==> src/rtl/stream_rr_arbiter_pkg.sv <==
// stream_rr_arbiter_pkg: shared FSM state type and default sizing for stream_rr_arbiter
package stream_rr_arbiter_pkg;
  typedef enum logic {IDLE, GRANT} state_t;
  localparam int DEF_NUM_REQ = 4;
  localparam int DEF_DATA_WIDTH = 8;
  localparam int DEF_BURST_LEN = 4;
endpackage

==> src/rtl/stream_rr_arbiter_pick.sv <==
// rr_priority_pick: first set request scanning ptr, ptr+1, ... modulo NUM_REQ
module rr_priority_pick import stream_rr_arbiter_pkg::*; #(
  parameter int NUM_REQ = DEF_NUM_REQ
) (
  input  logic [NUM_REQ-1:0]         req,
  input  logic [$clog2(NUM_REQ)-1:0] ptr,
  output logic [$clog2(NUM_REQ)-1:0] idx,
  output logic                       any
);
  localparam int IW = $clog2(NUM_REQ);
  logic [IW-1:0] j;
  always_comb begin
    idx = '0;
    j = '0;
    any = |req;
    for (int i = NUM_REQ - 1; i >= 0; i--) begin
      j = IW'((int'(ptr) + i) % NUM_REQ);
      if (req[j]) idx = j;
    end
  end
endmodule

==> src/rtl/stream_rr_arbiter.sv <==
// stream_rr_arbiter: round-robin burst arbiter merging NUM_REQ streams; STREAM_RR_ARBITER_ID_EN adds o_id
module stream_rr_arbiter import stream_rr_arbiter_pkg::*; #(
  parameter int NUM_REQ = DEF_NUM_REQ,
  parameter int DATA_WIDTH = DEF_DATA_WIDTH,
  parameter int BURST_LEN = DEF_BURST_LEN
) (
  input  logic                          clk,
  input  logic                          reset,
  input  logic [NUM_REQ-1:0]            i_valid,
  output logic [NUM_REQ-1:0]            i_ready,
  input  logic [NUM_REQ*DATA_WIDTH-1:0] i_data,
  output logic                          o_valid,
  input  logic                          o_ready,
  output logic [DATA_WIDTH-1:0]         o_data
`ifdef STREAM_RR_ARBITER_ID_EN
  ,
  output logic [$clog2(NUM_REQ)-1:0]    o_id
`endif
);
  localparam int IW = $clog2(NUM_REQ);
  localparam int CW = BURST_LEN > 1 ? $clog2(BURST_LEN) : 1;
  state_t state, state_n;
  logic [IW-1:0] g, g_n, ptr, ptr_n, pick, g_inc;
  logic [CW-1:0] cnt, cnt_n;
  logic any, xfer, last, drop;
  logic [DATA_WIDTH-1:0] lane [NUM_REQ];
  for (genvar k = 0; k < NUM_REQ; k++) begin : g_lane
    assign lane[k] = i_data[k*DATA_WIDTH +: DATA_WIDTH];
  end
  rr_priority_pick #(.NUM_REQ(NUM_REQ)) u_pick (
    .req(i_valid),
    .ptr(ptr),
    .idx(pick),
    .any(any)
  );
  assign g_inc = (g == IW'(NUM_REQ - 1)) ? '0 : g + IW'(1);
  assign xfer = (state == GRANT) && i_valid[g] && i_ready[g];
  assign drop = (state == GRANT) && !i_valid[g];
  assign last = xfer && (cnt == CW'(BURST_LEN - 1));
  always_comb begin
    i_ready = '0;
    if (state == GRANT) i_ready[g] = !o_valid || o_ready;
  end
  always_comb begin
    state_n = state;
    g_n = g;
    ptr_n = ptr;
    cnt_n = cnt;
    if (state == IDLE) begin
      if (any) begin
        state_n = GRANT;
        g_n = pick;
        cnt_n = '0;
      end
    end else if (drop || last) begin
      state_n = IDLE;
      ptr_n = g_inc;
    end else if (xfer) begin
      cnt_n = cnt + CW'(1);
    end
  end
  always_ff @(posedge clk or posedge reset) begin
    if (reset) begin
      state <= IDLE;
      g <= '0;
      ptr <= '0;
      cnt <= '0;
    end else begin
      state <= state_n;
      g <= g_n;
      ptr <= ptr_n;
      cnt <= cnt_n;
    end
  end
  // Output register: a held beat survives until accepted, reset drops it
  always_ff @(posedge clk or posedge reset) begin
    if (reset) begin
      o_valid <= 1'b0;
      o_data <= '0;
    end else if (xfer) begin
      o_valid <= 1'b1;
      o_data <= lane[g];
    end else if (o_ready) begin
      o_valid <= 1'b0;
    end
  end
`ifdef STREAM_RR_ARBITER_ID_EN
  always_ff @(posedge clk or posedge reset) begin
    if (reset) o_id <= '0;
    else if (xfer) o_id <= g;
  end
`endif
endmodule

==> config.mk <==
export PLATFORM = sky130hd
export DESIGN_NAME = stream_rr_arbiter
export DESIGN_NICKNAME = d
export VERILOG_FILES = /design/src/rtl/stream_rr_arbiter_pkg.sv /design/src/rtl/stream_rr_arbiter_pick.sv /design/src/rtl/stream_rr_arbiter.sv
export SDC_FILE = /design/constraint.sdc
export NUM_CORES = 1
export LEC_CHECK = 0
export BUFFER_PORTS_ARGS = -buffer_cell sky130_fd_sc_hd__buf_4
export CAP_MARGIN = 25
export CORE_UTILIZATION = 40
export CTS_CLUSTER_DIAMETER = 200
export DETAILED_ROUTE_END_ITERATION = 8
export GPL_TIMING_DRIVEN = 0
export PLACE_DENSITY = 0.66
export SYNTH_ARGS = -nofsm -noshare
export SYNTH_HDL_FRONTEND = slang
export SYNTH_SLANG_ARGS = --single-unit
export TNS_END_PERCENT = 1
==> constraint.sdc <==
create_clock -name clk -period 3.6 [get_ports clk]
set_input_delay 0.18 -clock clk [delete_from_list [all_inputs] [get_ports clk]]
set_output_delay 0.18 -clock clk [all_outputs]
set_load 0.01 [all_outputs]
==> metrics.txt <==
status completed; Core ar. 0.00276 mm^2; post-synthesis instance area 0.00117 mm^2; Total GRT Usage 18.3%; Worst Setup Path Type reg2reg; reg2reg end o_data[5]$_DFFE_PP0P_; Slew HR about three fifths; DRT iter0 DRCs 15; power per cell area 691 mW/mm^2; Synth Area in Compound Gates 9.27%; #FFs+latches synth 16; LEAKAGE between 0.8 and 0.9 nW; chip width between 50 and 60 um; clock buffer depth 2; n_diodes 0; htree depth 1; Least-Margin Pin Slew 0.611 ns; Hold Path Depth 3; dpl hpwl 2170 um; RSZ-0062 raised after global routing no; Final Wtd Congestion 0.824; most instantiated cells after synthesis dfrtp_1, mux4_1, inv_1, mux2_4, mux2i_1; syn avg cell area 12.5 um^2; Worst Hold Class in2reg; worst-path fanout max 10; post_cts resized 0; DRC Markers 0; share of synthesized registers carrying an async set or reset 100%; Cell Rows 19; Synth Area in Adders roughly 5.3%; total CTS buffers 3; worst hold start i_valid[3]; Yosys cell types 30; CTS tree yes; Synth Area in Simple Gates 11.9%; peak supply drop 381 uV; Pre-antenna DRT Iters 4; number of synthesized flops with an enable pin 0; XOR/XNOR Fraction of Synth Area 0%; ranking of synthesized cells by area dfrtp_1, mux4_1, mux2_4; Seq/Total Area, Yosys 34.1%; hold endpoint state$_DFF_PP0_; Post-Route Setup TNS 0 ns; largest family of logic cells by synthesized area multiplexers; clock latency on the worst-skew pair 0.28 ns; Yosys top cell area share 34.1%; count of final max-slew check failures 0; Post-DP Area 0.00160 mm^2; I/O Pins 52; remaining antenna violation count 0; Post-Synthesis Cells between 90 and 100; share of layout cells above drive strength 1 47.0%; yosys warns 0; Routed WL per cell approximately 15 um; vias in the first global route 1053; clk root buf clkbuf_4; Worst EP required 3.77 ns; FF-to-FF path depth 8; Hold Fails Final Rpt 0; GR Overflow Total 0; clock skew 0.00215 ns; Clock Pin Slew Worst Setup and Hold Paths 0.09 ns; leading area contributor after synthesis dfrtp_1; Die Y 56.2 um; final worst setup slack 1.39 ns; Buffers on Ports 51; largest net degree at the start of global routing 17; final core utilization slightly below 60%; final setup fails 0; Routed WL 2650 um; first-pass GRT wire length 4480 um; pre-CTS setup slack 1.38 ns; Starting Density 42.6%; Worst R2R Start g[0]$_DFFE_PP0P_; Syn Nets 138; count leader, synth dfrtp_1; DR vias/cell 5.44; initial antenna violation count 0; Post-Layout Inst Area 0.00163 mm^2; Worst Setup Start Kind flip-flop; top_reg_cell synth dfrtp_1; FMAX 452 MHz; fin nets 195; area of the die 0.00316 mm^2; crit path time final 2.21 ns; DR vias 979; Reg2Reg Setup Slack roughly 1.4 ns; Sink Count 16; post-synthesis mux area share 34.5%; max cap viols 0; area delta synth->final 38.7%; final period utilization between 60% and 70%; FILL cells 240; hold slack 0.249 ns; Critical Path End Type flip-flop; crit path DAT 2.38 ns
==> per-layer routing <==
| metal | vias up | global-route usage (%) | share of wire, % |
|---|---|---|---|
| li1 | 472 | - | - |
| met1 | 466 | 21.9 | 42 |
| met2 | 41 | 33.0 | 52 |
| met3 | 0 | 2.56 | 5.9 |
| met4 | 0 | 7.32 | 0 |
| met5 | - | 0 | 0 |
==> report_power, final <==
group          total (mW)  internal, mW  switching, mW
registers           0.342         0.268         0.0740
clock network      0.0917        0.0388         0.0530
logic               0.691         0.391          0.301
total                1.13         0.698          0.428
==> critical path: stages (launching register included) <==
cell	delay, ns
dfrtp_1	0.41
buf_2	0.28
inv_1	0.15
ha_1	0.24
mux2i_1	0.20
nor3b_2	0.08
o21ai_2	0.23
buf_6	0.21
mux2_4	0.31
==> cells by family (layout without fill, tap and decap cells) <==
logic type / after synthesis / in the layout
compound gates: 15 / 15
flops: 16 / 16
fa+ha+maj: 5 / 5
simple gates: 23 / 23
buf+inv: 11 / 66
mux: 24 / 24
==> cell usage in the layout (no fill, tap or decap), drive strengths merged, types with 2 or more instances in the layout <==
master  synthesis  routed
buf             3      54
dfrtp          16      16
mux2           10      10
mux4            8       8
inv             7       7
mux2i           6       6
ha              5       5
o21ai           5       5
nand2b          4       4
and3            4       4
clkbuf          1       4
nand2           3       3
nor2            3       3
a21oi           3       3
nand3           3       3
nor3b           2       2
nand3b          2       2
o22ai           2       2
==> worst max-delay path by stage <==
stage | from | endpoint | slack, ns | cells after the start
2_1_floorplan | g[0]$_DFFE_PP0P_ | o_data[1]$_DFFE_PP0P_ | 1.67 | 8
3_3_place_gp | g[0]$_DFFE_PP0P_ | o_data[4]$_DFFE_PP0P_ | 1.43 | 8
3_5_place_dp | g[0]$_DFFE_PP0P_ | o_data[6]$_DFFE_PP0P_ | 1.38 | 8
4_1_cts | g[0]$_DFFE_PP0P_ | o_data[5]$_DFFE_PP0P_ | 1.37 | 8
5_1_grt | g[0]$_DFFE_PP0P_ | o_data[5]$_DFFE_PP0P_ | 1.23 | 8
6_report | g[0]$_DFFE_PP0P_ | o_data[5]$_DFFE_PP0P_ | 1.39 | 8
==> final cells by class <==
class	count	area (um^2)	area share, %
flip-flops and latches	16	400	24.6
inverters	7	26.3	1.61
repair buffers	52	393	24.1
plain buffers	4	31.3	1.92
clock buffers	3	22.5	1.38
multi-input cells	67	717	44.0
well taps	31	38.8	2.38
==> sequential cells by signal, summed over array words and instances (netlist names) <==
signal   flops
o_data       8
cnt          2
g            2
ptr          2
o_valid      1
state        1
==> through the flow <==
step,total power [mW],std cells
2_1_floorplan,0.807,94
3_3_place_gp,1.01,176
3_5_place_dp,1.04,176
4_1_cts,1.13,180
5_1_grt,1.22,180
6_report,1.13,180
==> timing repair <==
| action | CTS | global route |
|---|---|---|
| endpoints found under the hold margin | 16 | 0 |
| buffers inserted | 0 | 0 |
| setup endpoints to repair | 0 | 0 |
| hold buffers | 1 | 0 |
Note: power is estimated with default switching activity, not from simulation.
